==> config.mk <==
export PLATFORM = sky130hd
export DESIGN_NAME = ram8_arbiter
export DESIGN_NICKNAME = d
export VERILOG_FILES = /design/src/rtl/ram8_pkg.sv /design/src/rtl/ram8_arbiter_rr_pick2.sv /design/src/rtl/ram8_arbiter.sv
export SDC_FILE = /design/constraint.sdc
export NUM_CORES = 1
export LEC_CHECK = 0
export CELL_PAD_IN_SITES_DETAIL_PLACEMENT = 1
export CELL_PAD_IN_SITES_GLOBAL_PLACEMENT = 2
export CORE_UTILIZATION = 23
export CTS_BUF_LIST = sky130_fd_sc_hd__clkbuf_16
export DETAILED_ROUTE_END_ITERATION = 16
export PLACE_DENSITY_LB_ADDON = 0.1
export SYNTH_ARGS = -nofsm -noshare
export SYNTH_HDL_FRONTEND = slang
export SYNTH_HIERARCHICAL = 1
export SYNTH_SLANG_ARGS = --single-unit
export TNS_END_PERCENT = 50
==> constraint.sdc <==
create_clock -name clk -period 2.7 [get_ports clk]
set_input_delay 0.27 -clock clk [delete_from_list [all_inputs] [get_ports clk]]
set_output_delay 0.27 -clock clk [all_outputs]
set_load 0.01 [all_outputs]
==> src/rtl/ram8_pkg.sv <==
// Shared definitions for the 8-entry x 32-bit RAM access controller.
package ram8_pkg;

    localparam int RAM_AW    = 3;
    localparam int RAM_DW    = 32;
    localparam int RAM_DEPTH = 8;

    // Width of the lock run counter; covers the legal MAX_LOCK range 1..15.
    localparam int LOCK_CNT_W = 4;

    // Lock ownership state: nobody owns the RAM, or requester 0/1 holds it.
    typedef enum logic [1:0] {
        IDLE  = 2'd0,
        LOCK0 = 2'd1,
        LOCK1 = 2'd2
    } arb_state_t;

    // Convert a requester index into its one-hot grant vector.
    function automatic logic [1:0] idx_to_onehot(input logic idx);
        logic [1:0] v;
        if (idx) begin
            v = 2'b10;
        end else begin
            v = 2'b01;
        end
        return v;
    endfunction

    // Convert a one-hot-or-zero grant vector back into an index (bit 1 wins).
    function automatic logic onehot_to_idx(input logic [1:0] oh);
        return oh[1];
    endfunction

endpackage

==> src/rtl/ram8_arbiter_rr_pick2.sv <==
// Combinational 2-way round-robin picker: a lone request is always granted,
// on contention the requester that did not win last time is granted.
module rr_pick2 (
    input  logic [1:0] i_req,
    input  logic       i_last,
    output logic [1:0] o_gnt
);

    // Pick one requester; i_last names the previous winner.
    always_comb begin
        o_gnt = 2'b00;
        case (i_req)
            2'b01:   o_gnt = 2'b01;
            2'b10:   o_gnt = 2'b10;
            2'b11:   o_gnt = i_last ? 2'b01 : 2'b10;
            default: o_gnt = 2'b00;
        endcase
    end

endmodule

==> src/rtl/ram8_arbiter.sv <==
// Two-requester access controller for the 8 x 32 RAM. One access per cycle,
// round-robin between requesters, optional bounded lock for read-modify-write
// sequences, and a registered per-requester read return one cycle after grant.
module ram8_arbiter
    import ram8_pkg::*;
#(
    parameter int MAX_LOCK = 4,
    parameter int AW       = RAM_AW,
    parameter int DW       = RAM_DW
) (
    input  logic            clk,
    input  logic            reset,
    input  logic [1:0]      req,
    input  logic [1:0]      we,
    input  logic [1:0]      lock,
    input  logic [2*AW-1:0] addr,
    input  logic [2*DW-1:0] wdata,
    output logic [1:0]      gnt,
    output logic [1:0]      rvalid,
    output logic [2*DW-1:0] rdata,
    output logic            ram_en,
    output logic            ram_write,
    output logic [AW-1:0]   ram_address,
    output logic [DW-1:0]   ram_in,
    input  logic [DW-1:0]   ram_out
);

    // Lock run limit in counter width.
    localparam logic [LOCK_CNT_W-1:0] LOCK_LIMIT = LOCK_CNT_W'(MAX_LOCK);

    arb_state_t              r_state;
    arb_state_t              w_state_nxt;
    logic                    r_last;
    logic                    w_last_nxt;
    logic [LOCK_CNT_W-1:0]   r_lock_cnt;
    logic [LOCK_CNT_W-1:0]   w_lock_cnt_nxt;

    logic [1:0]              w_pick;
    logic [1:0]              w_arb_gnt;
    logic [1:0]              w_gnt;
    logic                    w_any;
    logic                    w_sel;
    logic                    w_owner;
    logic                    w_other;
    logic                    w_sel_we;
    logic [AW-1:0]           w_sel_addr;
    logic [DW-1:0]           w_sel_wdata;
    logic [1:0]              w_rd_take;

    logic [1:0]              r_rvalid;
    logic [2*DW-1:0]         r_rdata;

    // While idle, the round-robin picker decides contention.
    rr_pick2 u_pick (
        .i_req  (req),
        .i_last (r_last),
        .o_gnt  (w_pick)
    );

    // In a LOCK state the owner is the requester named by the state.
    assign w_owner = (r_state == LOCK1);
    assign w_other = ~w_owner;

    // Grant decision: round-robin when idle; when locked the owner keeps the
    // RAM unless its run has reached the limit and the other side is waiting.
    // An owner that drops its request leaves a one-cycle bubble.
    always_comb begin
        w_arb_gnt = 2'b00;
        case (r_state)
            IDLE: begin
                w_arb_gnt = w_pick;
            end
            LOCK0, LOCK1: begin
                if (!req[w_owner]) begin
                    w_arb_gnt = 2'b00;
                end else if ((r_lock_cnt >= LOCK_LIMIT) && req[w_other]) begin
                    w_arb_gnt = idx_to_onehot(w_other);
                end else begin
                    w_arb_gnt = idx_to_onehot(w_owner);
                end
            end
            default: begin
                w_arb_gnt = 2'b00;
            end
        endcase
    end

    // Reset forces the grant (and therefore the RAM strobes) low immediately.
    assign w_gnt = reset ? 2'b00 : w_arb_gnt;
    assign w_any = |w_gnt;
    assign w_sel = onehot_to_idx(w_gnt);

    // Steer the granted requester's command fields onto the RAM pins.
    always_comb begin
        w_sel_we    = 1'b0;
        w_sel_addr  = {AW{1'b0}};
        w_sel_wdata = {DW{1'b0}};
        if (w_sel) begin
            w_sel_we    = we[1];
            w_sel_addr  = addr[2*AW-1:AW];
            w_sel_wdata = wdata[2*DW-1:DW];
        end else begin
            w_sel_we    = we[0];
            w_sel_addr  = addr[AW-1:0];
            w_sel_wdata = wdata[DW-1:0];
        end
    end

    assign gnt         = w_gnt;
    assign ram_en      = w_any;
    assign ram_write   = w_any & w_sel_we;
    assign ram_address = w_any ? w_sel_addr  : {AW{1'b0}};
    assign ram_in      = w_any ? w_sel_wdata : {DW{1'b0}};

    // Next ownership state, lock run count and last winner.
    always_comb begin
        w_state_nxt    = IDLE;
        w_lock_cnt_nxt = {LOCK_CNT_W{1'b0}};
        if (w_any) begin
            w_last_nxt = w_sel;
        end else begin
            w_last_nxt = r_last;
        end
        case (r_state)
            IDLE: begin
                if (w_any && lock[w_sel]) begin
                    w_state_nxt    = w_sel ? LOCK1 : LOCK0;
                    w_lock_cnt_nxt = {{(LOCK_CNT_W-1){1'b0}}, 1'b1};
                end else begin
                    w_state_nxt    = IDLE;
                    w_lock_cnt_nxt = {LOCK_CNT_W{1'b0}};
                end
            end
            LOCK0, LOCK1: begin
                // Ownership continues only on a locked grant to the owner;
                // the count saturates so an unopposed owner keeps the RAM.
                if (w_any && (w_sel == w_owner) && lock[w_owner]) begin
                    w_state_nxt = r_state;
                    if (r_lock_cnt >= LOCK_LIMIT) begin
                        w_lock_cnt_nxt = LOCK_LIMIT;
                    end else begin
                        w_lock_cnt_nxt = r_lock_cnt + {{(LOCK_CNT_W-1){1'b0}}, 1'b1};
                    end
                end else begin
                    w_state_nxt    = IDLE;
                    w_lock_cnt_nxt = {LOCK_CNT_W{1'b0}};
                end
            end
            default: begin
                w_state_nxt    = IDLE;
                w_lock_cnt_nxt = {LOCK_CNT_W{1'b0}};
            end
        endcase
    end

    // Arbitration state registers; last starts at 1 so requester 0 wins first.
    always_ff @(posedge clk or posedge reset) begin
        if (reset) begin
            r_state    <= IDLE;
            r_last     <= 1'b1;
            r_lock_cnt <= {LOCK_CNT_W{1'b0}};
        end else begin
            r_state    <= w_state_nxt;
            r_last     <= w_last_nxt;
            r_lock_cnt <= w_lock_cnt_nxt;
        end
    end

    // A granted read captures the RAM output at the edge ending its cycle.
    assign w_rd_take = w_gnt & ~we;

    // Read return: rvalid pulses one cycle, rdata holds until the next read.
    always_ff @(posedge clk or posedge reset) begin
        if (reset) begin
            r_rvalid <= 2'b00;
            r_rdata  <= {(2*DW){1'b0}};
        end else begin
            r_rvalid <= w_rd_take;
            if (w_rd_take[0]) begin
                r_rdata[DW-1:0] <= ram_out;
            end
            if (w_rd_take[1]) begin
                r_rdata[2*DW-1:DW] <= ram_out;
            end
        end
    end

    assign rvalid = r_rvalid;
    assign rdata  = r_rdata;

endmodule

==> reports/results.tsv, run 1 <==
stage	metric	value	unit
run_status	result of the run	complete, no violations	
yosys	Syn Std Cell Area	3770	sq um
clock_tree	CTS tree	built	
global_routing	maximum number of pins on one net before global-route repair	50	
clock_tree	number of buffers inserted during clock tree synthesis	9	
yosys	warning count from the yosys run	6	
drt	post-route antenna net violation count	0	
drt	Avg WL per Cell	17.4	um
power	pwr dens	758	nW/um^2
global_routing	number of antenna violations at the first check in global routing	0	
floorplan	starting utilization of the core area	23.6	%
drt	detailed-router iteration count before antenna repair	4	
drt	routed via count	3064	
clock_tree	H-tree depth	3	
critical_path	worst-path maximum fanout	7	
yosys	main flop type after synthesis	sky130_fd_sc_hd__dfrtp_1	
yosys	count of unique library cells instantiated by Yosys	33	
sta	portion of the clock cycle consumed by the worst path in the final layout	96.4	%
place	Detailed Place HPWL	9660	um
floorplan	die width	130	um
yosys	post-synthesis sequential area ratio	48.5	%
yosys	Avg Cell Area, Syn	13.5	sq um
drt	Vias/cell	4.20	
yosys	fraction of the mapped netlist area in compound gates	2.29	%
place	count of input and output buffers	214	
yosys	number of flip-flops and latches in the synthesized netlist	73	
drt	DRT iter0 DRCs	42	
critical_path	Register-to-Register Path Depth	10	
clock_tree	clock transition at the register clock pins on the worst setup and hold paths after CTS	0.06	ns
final_layout	Area Overhead vs Synth	72.9	%
yosys	biggest area consumer among synthesized cells	sky130_fd_sc_hd__dfrtp_1	
sta	Final Hold Fails	0	
yosys	dominant combinational cell family by area after synthesis	multiplexers	
critical_path	kind of start point of the critical path	flop	
worst_hold_path	Tightest Hold Check Type	input pin to asynchronous set/reset pin	
floorplan	num rows	46	
floorplan	die area	16900	sq um
final_layout	net total in the final layout	623	
yosys	share of cell area taken by muxes after synthesis	34.2	%
clock_tree	clock insertion delay at the later pin of the skew report	0.33	ns
yosys	number of flops mapped to enable cells by yosys	0	
sta	highest clock frequency the design can meet	384	MHz
global_routing	overall fraction of global-route tracks in use	15.3	%
drt	Remaining DRCs	0	
sta	final count of pins violating max slew	0	
clock_tree	maximum root-to-sink buffer count	2	
floorplan	die height	130	um
place	placer's final routability congestion estimate	0.698	
yosys	async set-or-reset flop fraction in the synthesized netlist	100	%
critical_path	end of the worst register-to-register path	rdata[63]$_DFFE_PP0P_	
critical_path	nature of the critical path endpoint	output port	
global_routing	number of global-route vias before repair	3348	
sta	Fin Clk Skew	0.00718	ns
floorplan	Std-Cell Core Area	15900	sq um
global_routing	global route total overflow	0	
sta	WHS	0.430	ns
critical_path	type of the worst setup path	flop to output port	
sta	final setup violation count	0	
floorplan	number of top-level design ports	215	
clock_tree	buffer type at the clock tree root	sky130_fd_sc_hd__clkbuf_16	
yosys	net count after synthesis	392	
critical_path	launching element of the worst setup path	r_state[1]$_DFFE_PP0P_	
final_layout	diode insertion count for antenna repair	0	
final_layout	share of cells above drive strength 1	27.1	%
yosys	biggest area contributors in the synthesized netlist	sky130_fd_sc_hd__dfrtp_1 48%, sky130_fd_sc_hd__mux2_4 15%, sky130_fd_sc_hd__mux2i_1 10%	
yosys	adder-cell area share of the yosys netlist	1.33	%
yosys	count of mapped cells out of synthesis	278	
clock_tree	Num Clock Sinks	73	
critical_path	FF-to-FF setup slack	0.32	ns
sta	final worst path period need	2.60	ns
yosys	most frequent cells after synthesis	72 x sky130_fd_sc_hd__dfrtp_1, 40 x sky130_fd_sc_hd__nor2_1, 38 x sky130_fd_sc_hd__mux2i_1, 37 x sky130_fd_sc_hd__mux2_4, 27 x sky130_fd_sc_hd__mux2_2	
critical_path	Crit path required time	2.43	ns
power	leakage power	0.00303	uW
drt	final wirelength	12700	um
yosys	area fraction in and, or, nand and nor cells after synthesis	7.74	%
yosys	most repeated cell in the gate-level netlist after synthesis	sky130_fd_sc_hd__dfrtp_1	
final_layout	Util after Layout	40.8	%
clock_tree	Hold-fix buffers, CTS	0	
yosys	post-synth top area share	47.8	%
global_routing	first-pass GRT wire length	19200	um
job	# Max-Cap Violations	0	
power	maximum vdd drop	0.431	mV
yosys	xor and xnor area share after synthesis	0.233	%
critical_path	CP Capture Point	ram_in[9]	
critical_path	arrival time at the worst endpoint	2.33	ns
critical_path	worst r2r src	r_state[1]$_DFFE_PP0P_	
-- sequential cells by signal, indices dropped and copies added (netlist names) --
| signal | cells |
|---|---|
| r_last | 1 |
| r_lock_cnt | 4 |
| rvalid | 2 |
| r_state | 2 |
| rdata | 64 |
-- cell type report --
cell class / count / area (sq um)
clock buffer: 9 / 225
clock inverter: 6 / 61.3
fill: 1719 / 9430
inverter: 9 / 35.0
multi-input combinational: 183 / 1800
sequential: 73 / 1830
tap: 216 / 270
timing repair buffer: 233 / 2290
-- what timing repair did --
item                       CTS  global route
cloned                       1             0
pin swaps                    1             0
setup buffers                1             2
hold endpoints to repair     0             0
gates resized for setup     51            59
setup endpoints to repair   38            33
-- layer usage --
| layer | GRT usage, % | share of wire (%) | wire, um | vias up |
|---|---|---|---|---|
| met5 | 0 | 0 | 0 | - |
| met4 | 4.51 | 0.95 | 121 | 0 |
| met3 | 5.49 | 9.4 | 1190 | 10 |
| met2 | 26.0 | 48 | 6040 | 155 |
| met1 | 18.0 | 42 | 5330 | 1479 |
| li1 | - | - | - | 1420 |
-- kinds of logic after synthesis --
| family | count (synthesis) |
|---|---|
| compound gates | 11 |
| xor+xnor | 1 |
| fa+ha+maj | 4 |
| buf+inv | 22 |
| flops | 73 |
| mux | 106 |
| other cells | 1 |
| simple gates | 60 |
-- power breakdown --
group,switching (uW),internal [uW],total [uW]
combinational,755,1340,2090
clock,457,706,1160
sequential,207,1470,1680
-- worst min-delay path by stage --
stage                               start                     to
finish                              reset   rdata[3]$_DFFE_PP0P_
CTS                                 reset  rdata[33]$_DFFE_PP0P_
global route                        reset   rdata[3]$_DFFE_PP0P_
global placement    rdata[31]$_DFFE_PP0P_  rdata[31]$_DFFE_PP0P_
floorplan                     ram_out[29]  rdata[29]$_DFFE_PP0P_
detailed placement  rdata[31]$_DFFE_PP0P_  rdata[31]$_DFFE_PP0P_
-- critical path, cell delays in order (launching register included) --
cell and delay [ns]:
sky130_fd_sc_hd__dfrtp_1 0.43, sky130_fd_sc_hd__inv_2 0.08, sky130_fd_sc_hd__ha_4 0.28, sky130_fd_sc_hd__nand3b_1 0.12, sky130_fd_sc_hd__mux2i_4 0.24, sky130_fd_sc_hd__o21ai_4 0.08, sky130_fd_sc_hd__buf_12 0.14, sky130_fd_sc_hd__bufbuf_16 0.27
sky130_fd_sc_hd__mux2i_2 0.14, sky130_fd_sc_hd__nor2_1 0.08, sky130_fd_sc_hd__buf_2 0.13
-- metrics by stage --
step                instance area, sq um  std cells  worst slack [ns]  setup TNS [ns]  total power [uW]
global route                        6510        729          -0.00823         -0.0256              5230
CTS                                 6540        727           -0.0434          -0.278              5020
detailed placement                  6190        710           -0.0311         -0.0953              3800
global placement                    6190        710          -0.00677        -0.00729              3780
floorplan                           3770        278             0.578               0              2580
finish                              6510        729            0.0962               0              4930
-- placed cells by master, fill, tap and decap left out, types with 7 or more instances in the layout --
master                            netlist  routed
sky130_fd_sc_hd__mux2_2                27      27
sky130_fd_sc_hd__mux2_4                37      37
sky130_fd_sc_hd__clkdlybuf4s50_1        0     176
sky130_fd_sc_hd__nor2_1                40      40
sky130_fd_sc_hd__dfrtp_1               72      72
sky130_fd_sc_hd__mux2i_1               38      34
sky130_fd_sc_hd__buf_4                  0      11
sky130_fd_sc_hd__clkbuf_2               0      17
sky130_fd_sc_hd__clkdlybuf4s15_1        0      10
sky130_fd_sc_hd__clkbuf_16              0       9
sky130_fd_sc_hd__buf_12                 6       7
Note: power is estimated with default switching activity, not from simulation.
==> run 2: changes to the inputs <==
--- a/config.mk
+++ b/config.mk
@@ -7,12 +7,11 @@
 export LEC_CHECK = 0
 export CELL_PAD_IN_SITES_DETAIL_PLACEMENT = 1
 export CELL_PAD_IN_SITES_GLOBAL_PLACEMENT = 2
-export CORE_UTILIZATION = 23
+export CORE_UTILIZATION = 21
 export CTS_BUF_LIST = sky130_fd_sc_hd__clkbuf_16
 export DETAILED_ROUTE_END_ITERATION = 16
 export PLACE_DENSITY_LB_ADDON = 0.1
 export SYNTH_ARGS = -nofsm -noshare
 export SYNTH_HDL_FRONTEND = slang
-export SYNTH_HIERARCHICAL = 1
 export SYNTH_SLANG_ARGS = --single-unit
 export TNS_END_PERCENT = 50
==> reports/results.tsv, run 2 <==
stage	metric	value	unit
sta	final total negative setup slack	0	ns
drt	detailed-router iteration count before antenna repair	4	
place	placer's final routability congestion estimate	0.718	
global_routing	overall fraction of global-route tracks in use	14.2	%
drt	Remaining DRCs	0	
floorplan	die height	131	um
yosys	post-synthesis sequential area ratio	52.6	%
clock_tree	H-tree depth	3	
clock_tree	number of buffers inserted during clock tree synthesis	9	
yosys	warning count from the yosys run	0	
drt	Vias/cell	4.22	
critical_path	kind of start point of the critical path	flop	
yosys	net count after synthesis	423	
sta	WHS	0.301	ns
sta	final worst path period need	2.58	ns
yosys	number of flip-flops and latches in the synthesized netlist	73	
final_layout	most common library cell in the layout ignoring fill and taps	sky130_fd_sc_hd__clkdlybuf4s50_1	
run_status	result of the run	complete, no violations	
critical_path	sequence of cells on the critical path	inv_2, ha_4, a21boi_4, o21a_1, o21ai_2, a41o_1, buf_12, a21oi_1, dlygate4sd2_1	
critical_path	Critical Path Slowest Stage Cell	sky130_fd_sc_hd__dfrtp_1	
critical_path	nature of the critical path endpoint	output port	
clock_tree	maximum root-to-sink buffer count	2	
drt	post-route antenna net violation count	0	
yosys	count of unique library cells instantiated by Yosys	40	
final_layout	max reg flops	64	
final_layout	Multi-input gate area	1530	sq um
place	Detailed Place HPWL	9390	um
yosys	number of flops mapped to enable cells by yosys	0	
final_layout	area taken by flip-flops and latches	1830	sq um
sta	portion of the clock cycle consumed by the worst path in the final layout	95.5	%
global_routing	first-pass GRT wire length	18300	um
floorplan	die width	131	um
global_routing	number of antenna violations at the first check in global routing	0	
clock_tree	Num Clock Sinks	73	
sta	final setup margin	0.122	ns
global_routing	maximum number of pins on one net before global-route repair	58	
final_layout	share of cells above drive strength 1	12.5	%
yosys	most frequent cells after synthesis	72 x sky130_fd_sc_hd__dfrtp_1, 72 x sky130_fd_sc_hd__nand2_1, 58 x sky130_fd_sc_hd__mux2_1, 37 x sky130_fd_sc_hd__a21oi_1	
sta	Fin Clk Skew	0.00782	ns
critical_path	largest stage delay on the critical path	0.41	ns
drt	DRT iter0 DRCs	70	
clock_tree	CTS tree	built	
global_routing	global route total overflow	0	
yosys	Syn Std Cell Area	3470	sq um
global_routing	GR Layer Usage met1	16.7	%
final_layout	leading cell types in the layout, fill and taps excluded	175 x sky130_fd_sc_hd__clkdlybuf4s50_1, 72 x sky130_fd_sc_hd__nand2_1, 72 x sky130_fd_sc_hd__dfrtp_1	
floorplan	Std-Cell Core Area	16000	sq um
worst_hold_path	Tightest Hold Check Type	input pin to asynchronous set/reset pin	
critical_path	arrival time at the worst endpoint	2.31	ns
yosys	post-synth top area share	51.9	%
critical_path	worst-path maximum fanout	36	
drt	routed via count	3181	
sta	final setup violation count	0	
yosys	Avg Cell Area, Syn	11.2	sq um
sta	Final Hold Fails	0	
place	instance count after placement with tap cells included	735	
sta	highest clock frequency the design can meet	388	MHz
sta	final count of pins violating max slew	0	
yosys	main flop type after synthesis	sky130_fd_sc_hd__dfrtp_1	
global_routing	number of global-route vias before repair	3276	
sta	unrepaired setup endpoints after global routing	yes	
drt	Avg WL per Cell	16.5	um
critical_path	Crit path required time	2.43	ns
power	sum of internal, switching and leakage power	5510	uW
place	count of input and output buffers	214	
yosys	async set-or-reset flop fraction in the synthesized netlist	100	%
power	maximum vdd drop	0.431	mV
job	# Max-Cap Violations	0	
clock_tree	Hold-fix buffers, CTS	0	
power	pwr dens	891	nW/um^2
drt	final wirelength	12400	um
global_routing	met2 track utilization from global routing	25.0	%
critical_path	type of the worst setup path	flop to output port	
final_layout	diode insertion count for antenna repair	0	
clock_tree	clock transition at the register clock pins on the worst setup and hold paths after CTS	0.06	ns
floorplan	number of top-level design ports	215	
global_routing	busiest layer in global routing	met2	
yosys	biggest area consumer among synthesized cells	sky130_fd_sc_hd__dfrtp_1	
floorplan	starting utilization of the core area	21.7	%
floorplan	die area	17100	sq um
global_routing	met3 demand-to-capacity share in global routing	4.60	%
clock_tree	buffer type at the clock tree root	sky130_fd_sc_hd__clkbuf_16	
yosys	biggest area contributors in the synthesized netlist	sky130_fd_sc_hd__dfrtp_1 52%, sky130_fd_sc_hd__mux2_1 19%, sky130_fd_sc_hd__nand2_1 7.8%	
power	leakage power	0.00269	uW
final_layout	net total in the final layout	646	
yosys	count of mapped cells out of synthesis	309	
final_layout	count of fill cells added during filler insertion	1807	
place	Post-Place Setup Slack	-0.0387	ns
final_layout	post-route insts no fill	753	
floorplan	num rows	46	
clock_tree	clock insertion delay at the later pin of the skew report	0.33	ns
final_layout	Area Overhead vs Synth	78.2	%
[run 2: cell types whose count changed after synthesis, sizes merged, moves of 3 or more]
cell,change
nand2,+65
mux2i,-38
nor2,-38
a21oi,+35
clkbuf,+3
inv,-3
mux2,-3
nand3b,-3
[run 2: worst paths after layout]
path,startpoint,endpoint,slack (ns),cells past startpoint
max in group asynchronous,reset,rdata[47]$_DFFE_PP0P_,1.76,3
min,reset,rdata[7]$_DFFE_PP0P_,0.30,2
max reg2reg,r_state[1]$_DFFE_PP0P_,rdata[9]$_DFFE_PP0P_,0.42,8
min in group clk,rdata[25]$_DFFE_PP0P_,rdata[25]$_DFFE_PP0P_,0.48,1
max,r_state[0]$_DFFE_PP0P_,ram_address[1],0.12,9
min reg2reg,rdata[25]$_DFFE_PP0P_,rdata[25]$_DFFE_PP0P_,0.48,1
[run 2: critical path, delay by kind of cell (launching register included)]
kind                     cells  cell delay (ns)
buffers and inverters        3             0.56
adder cells (fa/ha/maj)      1             0.13
flip-flops                   1             0.41
AO/OA/AOI/OAI                5             0.86
[run 2: report_power, final]
part           switching, uW  total (uW)  internal [uW]
clock network            452        1160            713
logic                   1060        2510           1460
registers                249        1840           1590
[run 2: area by class of cell]
cell class / instances / area share (%)
Timing Repair Buffer: 230 / 36.2
Inverter: 6 / 0.364
Multi-Input combinational cell: 212 / 24.7
Tap cell: 216 / 4.37
Sequential cell: 73 / 29.5
Clock inverter: 7 / 1.13
Clock buffer: 9 / 3.64
[run 2: logic make-up after synthesis]
logic type                 after synthesis  synth area share [%]
and+or+nand+nor                         88                  11.2
DFF                                     73                  52.6
muxes                                   65                  21.0
AOI/OAI and AO/OA                       53                  9.08
buffers and inverters                   24                  4.18
adders and majority gates                4                  1.44
other                                    1                 0.108
xor gates and xnor gates                 1                 0.252
[run 2: what timing repair did]
| action | 4_1_cts | 5_1_grt |
|---|---|---|
| cloned | 0 | 0 |
| setup buffers | 0 | 2 |
| gates resized for setup | 45 | 46 |
| endpoints found under the setup margin | 39 | 33 |
[run 2: through the flow]
| step | instance area, sq um | utilization [%] |
|---|---|---|
| 3_5_place_dp | 5930 | 37.1 |
| 4_1_cts | 6220 | 38.9 |
| 2_1_floorplan | 3470 | - |
| 6_report | 6190 | 38.7 |
| 5_1_grt | 6190 | 38.7 |
| 3_3_place_gp | 5930 | 37.1 |
[run 2: per-layer routing]
metal  share of wire [%]  routed length, um  vias to the layer above
li1                    -                  -                     1508
met3                 7.4                915                       11
met4                0.84                104                        0
met1                  41               5100                     1558
met5                   0                  0                        -
met2                  51               6300                      104
==> run 3: changes to the inputs <==
--- a/config.mk
+++ b/config.mk
@@ -11,6 +11,7 @@
 export CTS_BUF_LIST = sky130_fd_sc_hd__clkbuf_16
 export DETAILED_ROUTE_END_ITERATION = 16
 export PLACE_DENSITY_LB_ADDON = 0.1
+export RECOVER_POWER = 50
 export SYNTH_ARGS = -nofsm -noshare
 export SYNTH_HDL_FRONTEND = slang
 export SYNTH_SLANG_ARGS = --single-unit
==> reports/results.tsv, run 3 (synthesis results as in run 2) <==
stage	metric	value	unit
power	share of power burned in the clock network	21.7	%
global_routing	number of global-route vias before repair	3276	
critical_path	sequence of cells on the critical path	inv_2, ha_4, a21boi_4, o21a_1, o21ai_2, a41o_1, buf_12, a21oi_1, dlygate4sd2_1	
final_layout	count of fill cells added during filler insertion	1809	
floorplan	num rows	46	
drt	detailed-router iteration count before antenna repair	4	
final_layout	max reg flops	64	
floorplan	die height	131	um
place	placer's final routability congestion estimate	0.718	
final_layout	Util after Layout	38.6	%
critical_path	family with the most delay on the worst path	compound AO/OA/AOI/OAI gates	
sta	highest clock frequency the design can meet	387	MHz
global_routing	number of antenna violations at the first check in global routing	0	
job	# Max-Cap Violations	0	
sta	final setup violation count	0	
floorplan	die area	17100	sq um
critical_path	worst r2r src	r_state[1]$_DFFE_PP0P_	
clock_tree	buffer type at the clock tree root	sky130_fd_sc_hd__clkbuf_16	
global_routing	overall fraction of global-route tracks in use	14.2	%
drt	post-route antenna net violation count	0	
global_routing	first-pass GRT wire length	18300	um
power	sum of internal, switching and leakage power	5370	uW
floorplan	Std-Cell Core Area	16000	sq um
power	internal power consumption	3630	uW
sta	Worst Tran Pin Value	1.28	ns
sta	final count of pins violating max slew	0	
run_status	result of the run	complete, no violations	
sta	final worst path period need	2.59	ns
drt	Avg WL per Cell	16.5	um
sta	Fin Clk Skew	0.00784	ns
power	leakage power	0.00272	uW
power	Switching Power	1740	uW
worst_hold_path	Tightest Hold Check Type	flop to flop	
clock_tree	number of buffers inserted during clock tree synthesis	9	
sta	WHS	0.477	ns
power	Switching Share	32.4	%
final_layout	area taken by flip-flops and latches	1830	sq um
drt	final wirelength	12400	um
critical_path	kind of start point of the critical path	flop	
drt	DRT iter0 DRCs	74	
critical_path	count of buffer and inverter cells on the critical path	3	
place	Detailed Place HPWL	9390	um
critical_path	launching element of the worst setup path	r_state[0]$_DFFE_PP0P_	
sta	unrepaired setup endpoints after global routing	yes	
power	relative contribution of sequential cells to total power	33.9	%
clock_tree	H-tree depth	3	
critical_path	worst-path maximum fanout	36	
sta	portion of the clock cycle consumed by the worst path in the final layout	95.8	%
critical_path	type of the worst setup path	flop to output port	
critical_path	arrival time at the worst endpoint	2.32	ns
drt	Remaining DRCs	0	
final_layout	net total in the final layout	646	
place	count of input and output buffers	214	
floorplan	starting utilization of the core area	21.7	%
worst_hold_path	launch point of the worst hold path	rdata[25]$_DFFE_PP0P_	
power	combinational power share	44.4	%
clock_tree	Hold-fix buffers, CTS	0	
place	instance count after placement with tap cells included	735	
final_layout	most common library cell in the layout ignoring fill and taps	sky130_fd_sc_hd__clkdlybuf4s50_1	
critical_path	largest stage delay on the critical path	0.41	ns
critical_path	Crit path required time	2.43	ns
floorplan	number of top-level design ports	215	
clock_tree	clock transition at the register clock pins on the worst setup and hold paths after CTS	0.06	ns
drt	Vias/cell	4.23	
final_layout	diode insertion count for antenna repair	0	
final_layout	Multi-input gate area	1530	sq um
final_layout	Area Overhead vs Synth	77.8	%
power	pwr dens	870	nW/um^2
critical_path	Critical Path Slowest Stage Cell	sky130_fd_sc_hd__dfrtp_1	
final_layout	leading cell types in the layout, fill and taps excluded	128 x sky130_fd_sc_hd__clkdlybuf4s50_1, 72 x sky130_fd_sc_hd__nand2_1, 72 x sky130_fd_sc_hd__dfrtp_1	
clock_tree	Num Clock Sinks	73	
final_layout	share of cells above drive strength 1	12.3	%
critical_path	nature of the critical path endpoint	output port	
drt	routed via count	3188	
clock_tree	CTS tree	built	
global_routing	maximum number of pins on one net before global-route repair	58	
clock_tree	maximum root-to-sink buffer count	2	
global_routing	global route total overflow	0	
sta	normalized max-slew margin	14.9	%
sta	final total negative setup slack	0	ns
power	maximum vdd drop	0.417	mV
clock_tree	clock insertion delay at the later pin of the skew report	0.33	ns
floorplan	die width	131	um
sta	Final Hold Fails	0	
final_layout	post-route insts no fill	753	
-- run 3: per-layer routing --
layer	up-vias	share of wire, %	track usage (%)
met2	104	51	25.0
met4	0	0.84	3.45
met3	11	7.5	4.60
met5	-	0	0
li1	1512	-	-
met1	1561	41	16.7
-- run 3: final cells by class --
| class | count | area share, % |
|---|---|---|
| Inverter | 6 | 0.365 |
| Clock buffer | 9 | 3.65 |
| Clock inverter | 7 | 1.13 |
| Timing Repair Buffer | 230 | 36.1 |
| Multi-Input combinational cell | 212 | 24.8 |
| Tap cell | 216 | 4.38 |
| Sequential cell | 73 | 29.6 |
-- run 3: metrics by stage --
step	setup slack (ns)	area, sq um
global route	-0.000150	6170
floorplan	0.536	3470
global placement	0.00277	5930
finish	0.114	6170
CTS	-0.0968	6220
detailed placement	-0.0387	5930
-- run 3: worst register-to-register path, stage by stage, from the launching register on --
cell                      delay, ns
sky130_fd_sc_hd__dfrtp_1       0.40
sky130_fd_sc_hd__buf_4         0.14
sky130_fd_sc_hd__ha_1          0.18
sky130_fd_sc_hd__or2_2         0.33
sky130_fd_sc_hd__buf_4         0.16
sky130_fd_sc_hd__a31o_2        0.28
sky130_fd_sc_hd__nor2_8        0.11
sky130_fd_sc_hd__buf_4         0.22
sky130_fd_sc_hd__mux2_1        0.34
-- run 3: repair_timing --
item | 4_1_cts | 5_1_grt
setup endpoints to repair | 39 | 33
resized for setup | 45 | 46
setup buffers | 0 | 2
-- run 3: power by group through the flow --
stage	clock, uW	sequential (uW)	combinational (uW)
6_report	1170	1820	2390
5_1_grt	1250	1890	2590
4_1_cts	1210	1850	2570
3_5_place_dp	0	1860	2610
3_3_place_gp	0	1820	2580
2_1_floorplan	0	2060	763
-- run 3: path summary, 6_finish.rpt --
path                                    endpoint  slack [ns]  cells after the start
max                               ram_address[1]        0.11                      9
min                        rdata[25]$_DFFE_PP0P_        0.48                      1
max reg2reg                 rdata[5]$_DFFE_PP0P_        0.42                      8
min reg2reg                rdata[25]$_DFFE_PP0P_        0.48                      1
max in group asynchronous  rdata[47]$_DFFE_PP0P_        0.49                      3
min in group asynchronous   rdata[7]$_DFFE_PP0P_        0.51                      2
